<file path="config.mk">
export PLATFORM = sky130hd
export DESIGN_NAME = mem_load_stage_flat
export DESIGN_NICKNAME = d
export VERILOG_FILES = /design/src/rtl/mem_load_stage_pkg.sv /design/src/rtl/mem_load_stage_if.sv /design/src/rtl/mem_load_stage_extract.sv /design/src/rtl/mem_load_stage.sv /design/src/flat_wrapper.sv
export SDC_FILE = /design/constraint.sdc
export NUM_CORES = 1
export LEC_CHECK = 0
export CAP_MARGIN = 30
export CORE_MARGIN = 5
export CORE_UTILIZATION = 40
export CTS_BUF_LIST = sky130_fd_sc_hd__clkbuf_8
export DETAILED_ROUTE_END_ITERATION = 8
export MAX_ROUTING_LAYER = met4
export PLACE_DENSITY_LB_ADDON = 0.05
export SYNTH_ARGS = -nofsm -noshare
export SYNTH_HDL_FRONTEND = slang
export SYNTH_SLANG_ARGS = --single-unit
</file>
<file path="constraint.sdc">
create_clock -name clk -period 4.65 [get_ports clk]
set_input_delay 0.465 -clock clk [delete_from_list [all_inputs] [get_ports clk]]
set_output_delay 0.465 -clock clk [all_outputs]
set_load 0.01 [all_outputs]
</file>
<file path="src/rtl/mem_load_stage_pkg.sv">
// Shared types and constants for the memory-load stage and its helpers.
package common_pkg;

    typedef enum logic [1:0] {
        SIZE_BYTE = 2'b00,
        SIZE_HALF = 2'b01,
        SIZE_WORD = 2'b10
    } mem_size_t;

    typedef enum logic {
        MS_IDLE = 1'b0,
        MS_WAIT = 1'b1
    } mem_state_t;

    localparam logic [4:0] ZERO_REG = 5'd0;

    // Reserved size encoding 2'b11 behaves as a word access.
    function automatic logic is_misaligned(input logic [1:0] addr_lo, input logic [1:0] size);
        logic r;
        case (size)
            2'b00:   r = 1'b0;
            2'b01:   r = addr_lo[0];
            default: r = (addr_lo != 2'b00);
        endcase
        return r;
    endfunction

endpackage

</file>
<file path="src/rtl/mem_load_stage_if.sv">
// Execute-side inputs, data-memory read bus and writeback outputs of the load stage.
interface mem_load_stage_if #(
    parameter int ADDR_W = 32
);
    logic              ex_valid;
    logic [31:0]       ex_result;
    logic [4:0]        ex_reg_dest;
    logic              ex_write_en;
    logic              ex_mem_read;
    logic [1:0]        ex_mem_size;
    logic              ex_mem_signed;
    logic              flush;
    logic              mem_stall;
    logic              dmem_req;
    logic [ADDR_W-1:0] dmem_addr;
    logic              dmem_ack;
    logic [31:0]       dmem_rdata;
    logic [31:0]       wb_result;
    logic [4:0]        wb_reg_dest;
    logic              wb_write_en;
    logic              addr_error;

    modport master (
        output ex_valid, ex_result, ex_reg_dest, ex_write_en, ex_mem_read,
               ex_mem_size, ex_mem_signed, flush, dmem_ack, dmem_rdata,
        input  mem_stall, dmem_req, dmem_addr, wb_result, wb_reg_dest,
               wb_write_en, addr_error
    );

    modport slave (
        input  ex_valid, ex_result, ex_reg_dest, ex_write_en, ex_mem_read,
               ex_mem_size, ex_mem_signed, flush, dmem_ack, dmem_rdata,
        output mem_stall, dmem_req, dmem_addr, wb_result, wb_reg_dest,
               wb_write_en, addr_error
    );

endinterface

</file>
<file path="src/rtl/mem_load_stage_extract.sv">
// load_extract: picks the addressed byte/half/word from a little-endian read word and extends it.
module load_extract
    import common_pkg::*;
(
    input  logic [31:0] i_rdata,
    input  logic [1:0]  i_addr_lo,
    input  mem_size_t   i_size,
    input  logic        i_signed,
    output logic [31:0] o_data
);

    logic [7:0]  w_byte;
    logic [15:0] w_half;

    always_comb begin
        w_byte = i_rdata[7:0];
        case (i_addr_lo)
            2'b00:   w_byte = i_rdata[7:0];
            2'b01:   w_byte = i_rdata[15:8];
            2'b10:   w_byte = i_rdata[23:16];
            default: w_byte = i_rdata[31:24];
        endcase
        w_half = i_addr_lo[1] ? i_rdata[31:16] : i_rdata[15:0];

        o_data = i_rdata;
        case (i_size)
            SIZE_BYTE: o_data = {{24{i_signed & w_byte[7]}}, w_byte};
            SIZE_HALF: o_data = {{16{i_signed & w_half[15]}}, w_half};
            default:   o_data = i_rdata;
        endcase
    end

endmodule

</file>
<file path="src/rtl/mem_load_stage.sv">
// mem_load_stage: load-only memory stage feeding writeback, with a req/ack data-memory handshake.
// Optional misaligned-load trap enabled by defining LOAD_ALIGN_CHECK_EN.
module mem_load_stage
    import common_pkg::*;
#(
    parameter int ADDR_W = 32,
    parameter int DATA_W = 32
) (
    input logic             clk,
    input logic             rst,
    mem_load_stage_if.slave bus
);

    mem_state_t        r_state;
    mem_state_t        w_next_state;

    logic [ADDR_W-1:0] r_addr;
    mem_size_t         r_size;
    logic              r_signed;
    logic [4:0]        r_dest;
    logic              r_we;
    logic              r_killed;

    logic [DATA_W-1:0] r_wb_result;
    logic [4:0]        r_wb_dest;
    logic              r_wb_we;
    logic              r_addr_error;

    mem_size_t         w_ex_size;
    logic              w_ex_load;
    logic              w_misaligned;
    logic              w_load_start;
    logic              w_dmem_req;
    logic              w_mem_stall;
    logic [ADDR_W-1:0] w_dmem_addr;
    logic [1:0]        w_sel_addr_lo;
    mem_size_t         w_sel_size;
    logic              w_sel_signed;
    logic [31:0]       w_load_data;

    assign w_ex_size = mem_size_t'(bus.ex_mem_size);
    assign w_ex_load = bus.ex_valid & bus.ex_mem_read;

`ifdef LOAD_ALIGN_CHECK_EN
    assign w_misaligned = w_ex_load & is_misaligned(bus.ex_result[1:0], bus.ex_mem_size);
`else
    assign w_misaligned = 1'b0;
`endif

    // A flushed or trapping load never reaches the memory bus.
    assign w_load_start = w_ex_load & ~bus.flush & ~w_misaligned;

    always_ff @(posedge clk or posedge rst) begin
        if (rst) begin
            r_state <= MS_IDLE;
        end else begin
            r_state <= w_next_state;
        end
    end

    always_comb begin
        w_next_state = r_state;
        case (r_state)
            MS_IDLE: if (w_load_start && !bus.dmem_ack) w_next_state = MS_WAIT;
            MS_WAIT: if (bus.dmem_ack)                  w_next_state = MS_IDLE;
            default: w_next_state = MS_IDLE;
        endcase
    end

    always_comb begin
        w_dmem_req  = 1'b0;
        w_mem_stall = 1'b0;
        w_dmem_addr = '0;
        if (!rst) begin
            case (r_state)
                MS_IDLE: begin
                    w_dmem_req  = w_load_start;
                    w_mem_stall = w_load_start & ~bus.dmem_ack;
                    w_dmem_addr = {bus.ex_result[ADDR_W-1:2], 2'b00};
                end
                MS_WAIT: begin
                    w_dmem_req  = 1'b1;
                    w_mem_stall = ~bus.dmem_ack;
                    w_dmem_addr = {r_addr[ADDR_W-1:2], 2'b00};
                end
                default: ;
            endcase
        end
    end

    // Same-cycle acks extract with the live execute fields, late acks with the latched ones.
    assign w_sel_addr_lo = (r_state == MS_WAIT) ? r_addr[1:0] : bus.ex_result[1:0];
    assign w_sel_size    = (r_state == MS_WAIT) ? r_size      : w_ex_size;
    assign w_sel_signed  = (r_state == MS_WAIT) ? r_signed    : bus.ex_mem_signed;

    load_extract u_extract (
        .i_rdata   (bus.dmem_rdata),
        .i_addr_lo (w_sel_addr_lo),
        .i_size    (w_sel_size),
        .i_signed  (w_sel_signed),
        .o_data    (w_load_data)
    );

    always_ff @(posedge clk or posedge rst) begin
        if (rst) begin
            r_addr       <= '0;
            r_size       <= SIZE_BYTE;
            r_signed     <= 1'b0;
            r_dest       <= '0;
            r_we         <= 1'b0;
            r_killed     <= 1'b0;
            r_wb_result  <= '0;
            r_wb_dest    <= '0;
            r_wb_we      <= 1'b0;
            r_addr_error <= 1'b0;
        end else begin
            r_addr_error <= 1'b0;
            r_wb_we      <= 1'b0;
            if (r_state == MS_IDLE) begin
                if (bus.ex_valid && !bus.flush) begin
                    if (w_misaligned) begin
                        r_wb_result  <= bus.ex_result;
                        r_wb_dest    <= bus.ex_reg_dest;
                        r_addr_error <= 1'b1;
                    end else if (!bus.ex_mem_read) begin
                        r_wb_result <= bus.ex_result;
                        r_wb_dest   <= bus.ex_reg_dest;
                        r_wb_we     <= bus.ex_write_en & (bus.ex_reg_dest != ZERO_REG);
                    end else if (bus.dmem_ack) begin
                        r_wb_result <= w_load_data;
                        r_wb_dest   <= bus.ex_reg_dest;
                        r_wb_we     <= bus.ex_write_en & (bus.ex_reg_dest != ZERO_REG);
                    end else begin
                        r_addr   <= bus.ex_result[ADDR_W-1:0];
                        r_size   <= w_ex_size;
                        r_signed <= bus.ex_mem_signed;
                        r_dest   <= bus.ex_reg_dest;
                        r_we     <= bus.ex_write_en;
                        r_killed <= 1'b0;
                    end
                end
            end else begin
                // The bus transaction always completes; a kill only drops its data.
                if (bus.dmem_ack) begin
                    if (!r_killed && !bus.flush) begin
                        r_wb_result <= w_load_data;
                        r_wb_dest   <= r_dest;
                        r_wb_we     <= r_we & (r_dest != ZERO_REG);
                    end
                    r_killed <= 1'b0;
                end else if (bus.flush) begin
                    r_killed <= 1'b1;
                end
            end
        end
    end

    assign bus.dmem_req    = w_dmem_req;
    assign bus.mem_stall   = w_mem_stall;
    assign bus.dmem_addr   = w_dmem_addr;
    assign bus.wb_result   = r_wb_result;
    assign bus.wb_reg_dest = r_wb_dest;
    assign bus.wb_write_en = r_wb_we;
    assign bus.addr_error  = r_addr_error;

endmodule

</file>
<file path="src/flat_wrapper.sv">
// flat-port wrapper written by rule: the top's interface ports become plain ports
module mem_load_stage_flat import common_pkg::*;
#(
    parameter int ADDR_W = 32,
    parameter int DATA_W = 32
)
  (clk, rst, bus_ex_valid, bus_ex_result, bus_ex_reg_dest, bus_ex_write_en, bus_ex_mem_read, bus_ex_mem_size, bus_ex_mem_signed, bus_flush, bus_dmem_ack, bus_dmem_rdata, bus_mem_stall, bus_dmem_req, bus_dmem_addr, bus_wb_result, bus_wb_reg_dest, bus_wb_write_en, bus_addr_error);
  mem_load_stage_if #(.ADDR_W(ADDR_W)) bus_i ();
  input logic clk;
  input logic rst;
  input wire logic [$bits(bus_i.ex_valid)-1:0] bus_ex_valid;
  input wire logic [$bits(bus_i.ex_result)-1:0] bus_ex_result;
  input wire logic [$bits(bus_i.ex_reg_dest)-1:0] bus_ex_reg_dest;
  input wire logic [$bits(bus_i.ex_write_en)-1:0] bus_ex_write_en;
  input wire logic [$bits(bus_i.ex_mem_read)-1:0] bus_ex_mem_read;
  input wire logic [$bits(bus_i.ex_mem_size)-1:0] bus_ex_mem_size;
  input wire logic [$bits(bus_i.ex_mem_signed)-1:0] bus_ex_mem_signed;
  input wire logic [$bits(bus_i.flush)-1:0] bus_flush;
  input wire logic [$bits(bus_i.dmem_ack)-1:0] bus_dmem_ack;
  input wire logic [$bits(bus_i.dmem_rdata)-1:0] bus_dmem_rdata;
  output wire logic [$bits(bus_i.mem_stall)-1:0] bus_mem_stall;
  output wire logic [$bits(bus_i.dmem_req)-1:0] bus_dmem_req;
  output wire logic [$bits(bus_i.dmem_addr)-1:0] bus_dmem_addr;
  output wire logic [$bits(bus_i.wb_result)-1:0] bus_wb_result;
  output wire logic [$bits(bus_i.wb_reg_dest)-1:0] bus_wb_reg_dest;
  output wire logic [$bits(bus_i.wb_write_en)-1:0] bus_wb_write_en;
  output wire logic [$bits(bus_i.addr_error)-1:0] bus_addr_error;
  assign bus_i.ex_valid = bus_ex_valid;
  assign bus_i.ex_result = bus_ex_result;
  assign bus_i.ex_reg_dest = bus_ex_reg_dest;
  assign bus_i.ex_write_en = bus_ex_write_en;
  assign bus_i.ex_mem_read = bus_ex_mem_read;
  assign bus_i.ex_mem_size = bus_ex_mem_size;
  assign bus_i.ex_mem_signed = bus_ex_mem_signed;
  assign bus_i.flush = bus_flush;
  assign bus_i.dmem_ack = bus_dmem_ack;
  assign bus_i.dmem_rdata = bus_dmem_rdata;
  assign bus_mem_stall = bus_i.mem_stall;
  assign bus_dmem_req = bus_i.dmem_req;
  assign bus_dmem_addr = bus_i.dmem_addr;
  assign bus_wb_result = bus_i.wb_result;
  assign bus_wb_reg_dest = bus_i.wb_reg_dest;
  assign bus_wb_write_en = bus_i.wb_write_en;
  assign bus_addr_error = bus_i.addr_error;
  mem_load_stage #(.ADDR_W(ADDR_W), .DATA_W(DATA_W)) u_core (.clk(clk), .rst(rst), .bus(bus_i));
endmodule
</file>
==> results.rst, run 1 <==
.. list-table::
   :header-rows: 1

   * - Metric
     - Value
   * - Clock latency reported for the late side of the worst-skew pair
     - 0.36 ns
   * - Max-cap viol count
     - 0
   * - Power per cell area
     - 337 nW/um^2
   * - Count of input and output buffers
     - 148
   * - Power share of the clock group
     - 23.2%
   * - Layout Nets
     - 699
   * - Critical-path top delay cell
     - dfrtp_4
   * - Warnings, synthesis
     - 0
   * - Vertical die dimension
     - 120 um
   * - CTS hold repair buffers
     - 0
   * - Remaining max-slew budget at the tightest pin
     - 37.9%
   * - Slowest stage delay, CP
     - 0.82 ns
   * - Final Cycle Share
     - 66.6%
   * - GRT overflow
     - 0
   * - Slew of the pin with the lowest slew margin
     - 0.931 ns
   * - Proportion of synthesized chip area in sequential cells
     - 41.8%
   * - Most frequent cells in the layout
     - 148 x clkdlybuf4s50_1, 80 x dfrtp_1, 61 x mux2i_1
   * - Number of enable-type register cells in the synthesized netlist
     - 0
   * - RSZ-0062 raised after global routing
     - no
   * - Routed len/inst
     - 19.5 um
   * - DRC violation total after the first TritonRoute iteration
     - 260
   * - Share of power burned in combinational logic
     - 32.6%
   * - Run status
     - finished, final reports clean
   * - WL final
     - 15.0 mm
   * - Worst path cell trace
     - buf_4 -> nand2_1 -> o22ai_2 -> a21oi_1 -> a2111oi_0 -> o31ai_1
   * - Max-slew violation count
     - 0
   * - Number of sinks handled by clock tree synthesis
     - 81
   * - Standard cell area after detailed placement
     - 6390 um^2
   * - Via density
     - 5.53
   * - Most common flop cell mapped by yosys
     - dfrtp_1
   * - Final Skew
     - 0.00705 ns
   * - Remaining DRCs
     - 0
   * - Dominant delay contributor by cell family on the critical path
     - compound AO/OA/AOI/OAI gates
   * - Maximum number of pins on one net before global-route repair
     - 55
   * - Critical-path maximum fanout
     - 46
   * - Routability congestion estimate
     - 0.875
   * - Total die area
     - 14400 um^2
   * - Finish-stage setup viols
     - 0
   * - Wire length of the first global-routing pass
     - 23.9 mm
   * - Buf+Inv Stages, Crit Path
     - 1
   * - Lkg Pwr
     - 2.56 nW
   * - Reg clk slew, reported paths
     - 0.08 ns
   * - Switching power
     - 0.689 mW
   * - Cell area after technology mapping
     - 4850 um^2
   * - Number of ports placed on the die boundary
     - 152
   * - Number of library cell types mapped by synthesis
     - 49
   * - Die Wd
     - 120 um
   * - Number of nets still failing antenna checks after routing
     - 0
   * - Final antenna diode count
     - 0
   * - Total global routing track utilization
     - 21.7%
   * - Clock buffers created by TritonCTS
     - 9
   * - Core utilization of the finished layout
     - 55.2%
   * - Number of buffers on the longest clock path
     - 2
   * - Setup TNS Final
     - 0 ns
   * - DP Wirelength
     - 11.1 mm
   * - Area overhead of the layout relative to synthesis
     - 35.9%
   * - Critical path capture point type
     - flop
   * - Achievable frequency
     - 323 MHz
   * - Peak supply drop
     - 0.000191 V
   * - Async set or reset register ratio after synthesis
     - 100%
   * - Min-Delay Path Class
     - reg -> reg
   * - Internal power
     - 1.53 mW
   * - Overall power
     - 2.22 mW
   * - TritonCTS clock tree
     - done
   * - Via Count
     - 4266
   * - Count of state elements after synthesis
     - 81
   * - Final Hold Viols
     - 0
   * - First-pass iteration count of the detailed router
     - 5
   * - Post-route cell area
     - 6600 um^2
   * - Kind of launch point of the worst setup path
     - flop
   * - Sequential share of power
     - 44.2%
   * - Share of final-layout standard cells stronger than drive strength 1
     - 12.2%
   * - Deepest level of the CTS H-tree
     - 3
   * - Cts repair resizes
     - 0
   * - Syn_area_per_cell
     - 9.82 um^2
   * - Post-CTS setup-driven buffer insertion count
     - 0
   * - Data arrival at the endpoint of the critical path
     - 3.30 ns
   * - Gate count after technology mapping
     - 494
   * - Cell at the root of the clock tree
     - clkbuf_8
   * - Initial cell density of the core
     - 40.6%
   * - Endpoint required time on the critical path
     - 4.85 ns
   * - Leading cell type in the layout, fill and taps excluded
     - clkdlybuf4s50_1
   * - Std-Cell Core Area
     - 12000 um^2
   * - Final worst path period need
     - 3.10 ns
   * - Number of global-route vias before repair
     - 4395
   * - Number of antenna violations at the first check in global routing
     - 0
   * - Sw Ratio
     - 31.0%
   * - Floorplan row count
     - 40
   * - Setup Crit Path Kind
     - reg -> reg
## state kept, by name, summed over array words and instances, names as in the netlist
register	count
u_core.bus.wb_reg_dest	5
u_core.bus.wb_result	32
u_core.bus.wb_write_en	1
u_core.r_addr	32
u_core.r_dest	5
u_core.r_killed	1
u_core.r_signed	1
u_core.r_size	2
u_core.r_state	1
u_core.r_we	1
## cell usage after synthesis (2+ instances only)
| cell type | count | area share, % |
|---|---|---|
| a21oi_1 | 34 | 3.5 |
| or4_1 | 2 | 0.31 |
| nand2b_1 | 5 | 0.64 |
| a31oi_1 | 20 | 2.6 |
| buf_4 | 9 | 1.4 |
| mux2_1 | 4 | 0.93 |
| mux2_2 | 39 | 9.0 |
| nand3b_1 | 3 | 0.46 |
| nor3_1 | 25 | 2.6 |
| clkbuf_1 | 15 | 1.2 |
| buf_2 | 17 | 1.8 |
| inv_1 | 2 | 0.15 |
| a22o_1 | 8 | 1.4 |
| o21ai_0 | 15 | 1.5 |
| buf_6 | 4 | 0.93 |
| dfrtp_1 | 81 | 42 |
| nand2_1 | 29 | 2.2 |
| o31ai_1 | 6 | 0.93 |
| or3_1 | 18 | 2.3 |
| mux2i_1 | 61 | 13 |
| a2111oi_0 | 6 | 1.1 |
| nor2_1 | 58 | 4.5 |
| a211oi_2 | 3 | 0.77 |
| a211oi_1 | 5 | 0.77 |
## power groups by stage
stage          registers (mW)  clock network, mW  logic, mW
2_1_floorplan           0.995                  0      0.353
3_3_place_gp            0.989                  0      0.715
3_5_place_dp            0.996                  0      0.730
4_1_cts                 0.983              0.529      0.732
5_1_grt                  1.00              0.556      0.790
6_report                0.982              0.515      0.725
## worst register-to-register path, delay by kind of cell (launching register included)
kind	cells	cell delay (ns)
buf+inv	1	0.59
simple gates	1	0.22
flops	1	0.82
compound gates	4	1.31
## per-layer routing
metal | share of wire (%) | track usage (%) | up-vias
met5 | 0 | - | -
met4 | 1.9 | 6.87 | 0
met1 | 44 | 28.4 | 2058
li1 | - | - | 2054
met3 | 5.5 | 4.57 | 21
met2 | 48 | 33.7 | 133
## cell families after synthesis
logic type,count (synthesis),share of synthesized area [%]
buffers and inverters,47,5.39
and+or+nand+nor,149,14.5
AOI/OAI and AO/OA,111,15.4
DFF,81,41.8
other,1,0.0773
muxes,105,22.8
## metrics by stage
step           cells  hold slack (ns)  worst slack [ns]
2_1_floorplan    496            0.458              1.75
3_3_place_gp     753            0.467              1.53
3_5_place_dp     755            0.474              1.53
4_1_cts          770            0.493              1.53
5_1_grt          771            0.513              1.39
6_report         771            0.488              1.55
## path summary, 6_finish.rpt
check | start | end | slack, ns | cells after the start
worst max register to register | u_core.r_state$_DFF_PP0_ | u_core.bus.wb_result[4]$_DFFE_PP0P_ | 1.55 | 6
max in group asynchronous | rst | u_core.bus.wb_result[4]$_DFFE_PP0P_ | 2.90 | 4
worst max-delay path | u_core.r_state$_DFF_PP0_ | u_core.bus.wb_result[4]$_DFFE_PP0P_ | 1.55 | 6
worst min register to register | u_core.bus.wb_reg_dest[2]$_DFFE_PP0P_ | u_core.bus.wb_reg_dest[2]$_DFFE_PP0P_ | 0.49 | 2
min in group asynchronous | rst | u_core.r_killed$_DFFE_PP0P_ | 0.82 | 2
worst min-delay path | u_core.bus.wb_reg_dest[2]$_DFFE_PP0P_ | u_core.bus.wb_reg_dest[2]$_DFFE_PP0P_ | 0.49 | 2
## area by class of cell
class / count / area (um^2)
well taps: 147 / 184
repair buffers: 158 / 1600
multi-input cells: 368 / 2590
inverters: 2 / 8.76
fillers: 1089 / 5360
flip-flops and latches: 81 / 2030
clock inverters: 5 / 50.0
clock buffers: 10 / 138
No activity file was read; power rests on OpenSTA's default activity.
==> inputs of run 2 (changes only) <==
==> constraint.sdc (replaced) <==
create_clock -name clk -period 2.6 [get_ports clk]
set_input_delay 0.26 -clock clk [delete_from_list [all_inputs] [get_ports clk]]
set_output_delay 0.26 -clock clk [all_outputs]
set_load 0.01 [all_outputs]
==> results.rst, run 2 (synthesized netlist as in run 1, its figures left out) <==
.. list-table::
   :header-rows: 1

   * - Metric
     - Value
   * - Register-to-Register Setup Slack
     - 0.29 ns
   * - Maximum number of pins on one net before global-route repair
     - 34
   * - Number of antenna violations at the first check in global routing
     - 0
   * - Remaining max-slew budget at the tightest pin
     - 49.9%
   * - Number of gates on the worst path with buffers counted
     - 4
   * - Final Cycle Share
     - 91.2%
   * - Vertical die dimension
     - 120 um
   * - Remaining DRCs
     - 0
   * - Leading cell type in the layout, fill and taps excluded
     - clkdlybuf4s50_1
   * - Number of nets still failing antenna checks after routing
     - 0
   * - Routability congestion estimate
     - 0.879
   * - Dpl ws
     - 0.0824 ns
   * - First-pass iteration count of the detailed router
     - 5
   * - Start point of the worst hold path
     - bus_dmem_rdata[0]
   * - Most frequent cells in the layout
     - 148 x clkdlybuf4s50_1, 80 x dfrtp_1, 61 x mux2i_1
   * - Overall power
     - 4.14 mW
   * - Std-Cell Core Area
     - 12000 um^2
   * - Layout Nets
     - 710
   * - Number of ports placed on the die boundary
     - 152
   * - Clock buffers created by TritonCTS
     - 9
   * - Via density
     - 5.57
   * - Count of input and output buffers
     - 148
   * - Max-slew violation count
     - 0
   * - Standard cell area after detailed placement
     - 6490 um^2
   * - DRC violation total after the first TritonRoute iteration
     - 274
   * - Critical-path maximum fanout
     - 27
   * - Max-cap viol count
     - 0
   * - Lkg Pwr
     - 2.62 nW
   * - Final Skew
     - 0.00837 ns
   * - Finish-stage setup viols
     - 0
   * - Critical path capture point type
     - output pin
   * - Number of sinks handled by clock tree synthesis
     - 81
   * - Worst path cell trace
     - buf_6 -> a31oi_1 -> nor3_1 -> clkdlybuf4s50_1
   * - Fill cells
     - 1091
   * - Data arrival at the endpoint of the critical path
     - 2.11 ns
   * - Min-Delay Path Class
     - in -> reg
   * - Final worst path period need
     - 2.37 ns
   * - Dominant delay contributor by cell family on the critical path
     - buffers and inverters
   * - Cell at the root of the clock tree
     - clkbuf_8
   * - Post-CTS setup-driven buffer insertion count
     - 0
   * - TritonCTS clock tree
     - done
   * - Endpoint required time on the critical path
     - 2.34 ns
   * - Initial cell density of the core
     - 40.6%
   * - DP Wirelength
     - 11.2 mm
   * - RR Startpoint
     - u_core.r_state$_DFF_PP0_
   * - Via Count
     - 4358
   * - Share of final-layout standard cells stronger than drive strength 1
     - 14.2%
   * - WL final
     - 15.2 mm
   * - Power per cell area
     - 615 nW/um^2
   * - Hold Path Cell Cnt
     - 3
   * - Die Wd
     - 120 um
   * - Cells on worst reg2reg path
     - 6
   * - Number of global-route vias before repair
     - 4349
   * - Area overhead of the layout relative to synthesis
     - 38.6%
   * - Kind of launch point of the worst setup path
     - flop
   * - Worst reg2reg path endpoint
     - u_core.bus.wb_result[2]$_DFFE_PP0P_
   * - Critical-path top delay cell
     - dfrtp_4
   * - Floorplan row count
     - 40
   * - GRT overflow
     - 0
   * - Peak supply drop
     - 0.000305 V
   * - Final Hold Viols
     - 0
   * - Total die area
     - 14400 um^2
   * - Deepest level of the CTS H-tree
     - 3
   * - Buf+Inv Stages, Crit Path
     - 2
   * - RSZ-0062 raised after global routing
     - no
   * - Achievable frequency
     - 422 MHz
   * - Run status
     - finished, final reports clean
   * - Slew of the pin with the lowest slew margin
     - 0.733 ns
   * - Total global routing track utilization
     - 21.8%
   * - Wire length of the first global-routing pass
     - 23.9 mm
   * - Launching instance or port of the critical path
     - u_core.r_state$_DFF_PP0_
   * - Worst min-delay path endpoint
     - u_core.bus.wb_result[0]$_DFFE_PP0P_
   * - Routed len/inst
     - 19.5 um
   * - Post-route cell area
     - 6730 um^2
   * - Setup TNS Final
     - 0 ns
   * - Slowest stage delay, CP
     - 0.62 ns
   * - Setup Crit Path Kind
     - reg -> out
   * - Final worst slack
     - 0.229 ns
   * - Reg clk slew, reported paths
     - 0.09 ns
   * - Clock latency reported for the late side of the worst-skew pair
     - 0.37 ns
   * - Final antenna diode count
     - 0
   * - Post-Route Hold Slack
     - 0.486 ns
   * - Number of buffers on the longest clock path
     - 2
[run 2: cell count changes in the layout (fill, tap and decap cells not counted), sizes merged]
cell      change
clkbuf        +1
inv           -2
clkinvlp      +1
buf          +11
bufinv        +1
[run 2: area by class of cell]
class | count | area [um^2] | share of cell area (%)
Timing Repair Buffer | 169 | 1680 | 25.0
Sequential cell | 81 | 2030 | 30.2
Tap cell | 147 | 184 | 2.73
Clock inverter | 5 | 77.6 | 1.15
Clock buffer | 11 | 151 | 2.25
Inverter | 2 | 11.3 | 0.167
Multi-Input combinational cell | 368 | 2590 | 38.5
[run 2: per-stage QoR]
| stage | std cells | util (%) |
|---|---|---|
| after floorplan | 496 | - |
| after global placement | 767 | 54.3 |
| after detailed placement | 767 | 54.3 |
| after CTS | 783 | 56.2 |
| after global routing | 783 | 56.2 |
| final | 783 | 56.2 |
[run 2: worst reg2reg max path, cell delays in order (launching register included)]
cell and delay (ns):
dfrtp_4 0.62, mux2i_2 0.25, buf_4 0.24, mux2i_1 0.20, nor3_1 0.06, a2111oi_0 0.66
o31ai_1 0.14
[run 2: power by group]
| part | total, mW | switching, mW | internal, mW |
|---|---|---|---|
| Combinational | 1.33 | 0.581 | 0.746 |
| Clock | 1.07 | 0.477 | 0.590 |
| Sequential | 1.74 | 0.190 | 1.55 |
[run 2: worst max-delay path by stage]
stage | to | slack (ns)
final | bus_mem_stall | 0.23
after detailed placement | u_core.bus.wb_result[2]$_DFFE_PP0P_ | 0.08
after floorplan | bus_mem_stall | 0.76
after CTS | bus_mem_stall | 0.1
after global routing | bus_dmem_addr[15] | 0.09
after global placement | u_core.bus.wb_result[2]$_DFFE_PP0P_ | 0.14
[run 2: timing repair]
item,4_1_cts,5_1_grt
endpoints found under the setup margin,0,1
resized for setup,0,1
hold buffers,0,0
[run 2: per-layer routing]
layer / vias up / wire length, um / global-route usage, %
met5: - / 0 / -
met3: 21 / 921 / 4.34
met1: 2114 / 6800 / 28.7
li1: 2068 / - / -
met2: 155 / 7190 / 33.2
met4: 0 / 329 / 8.30
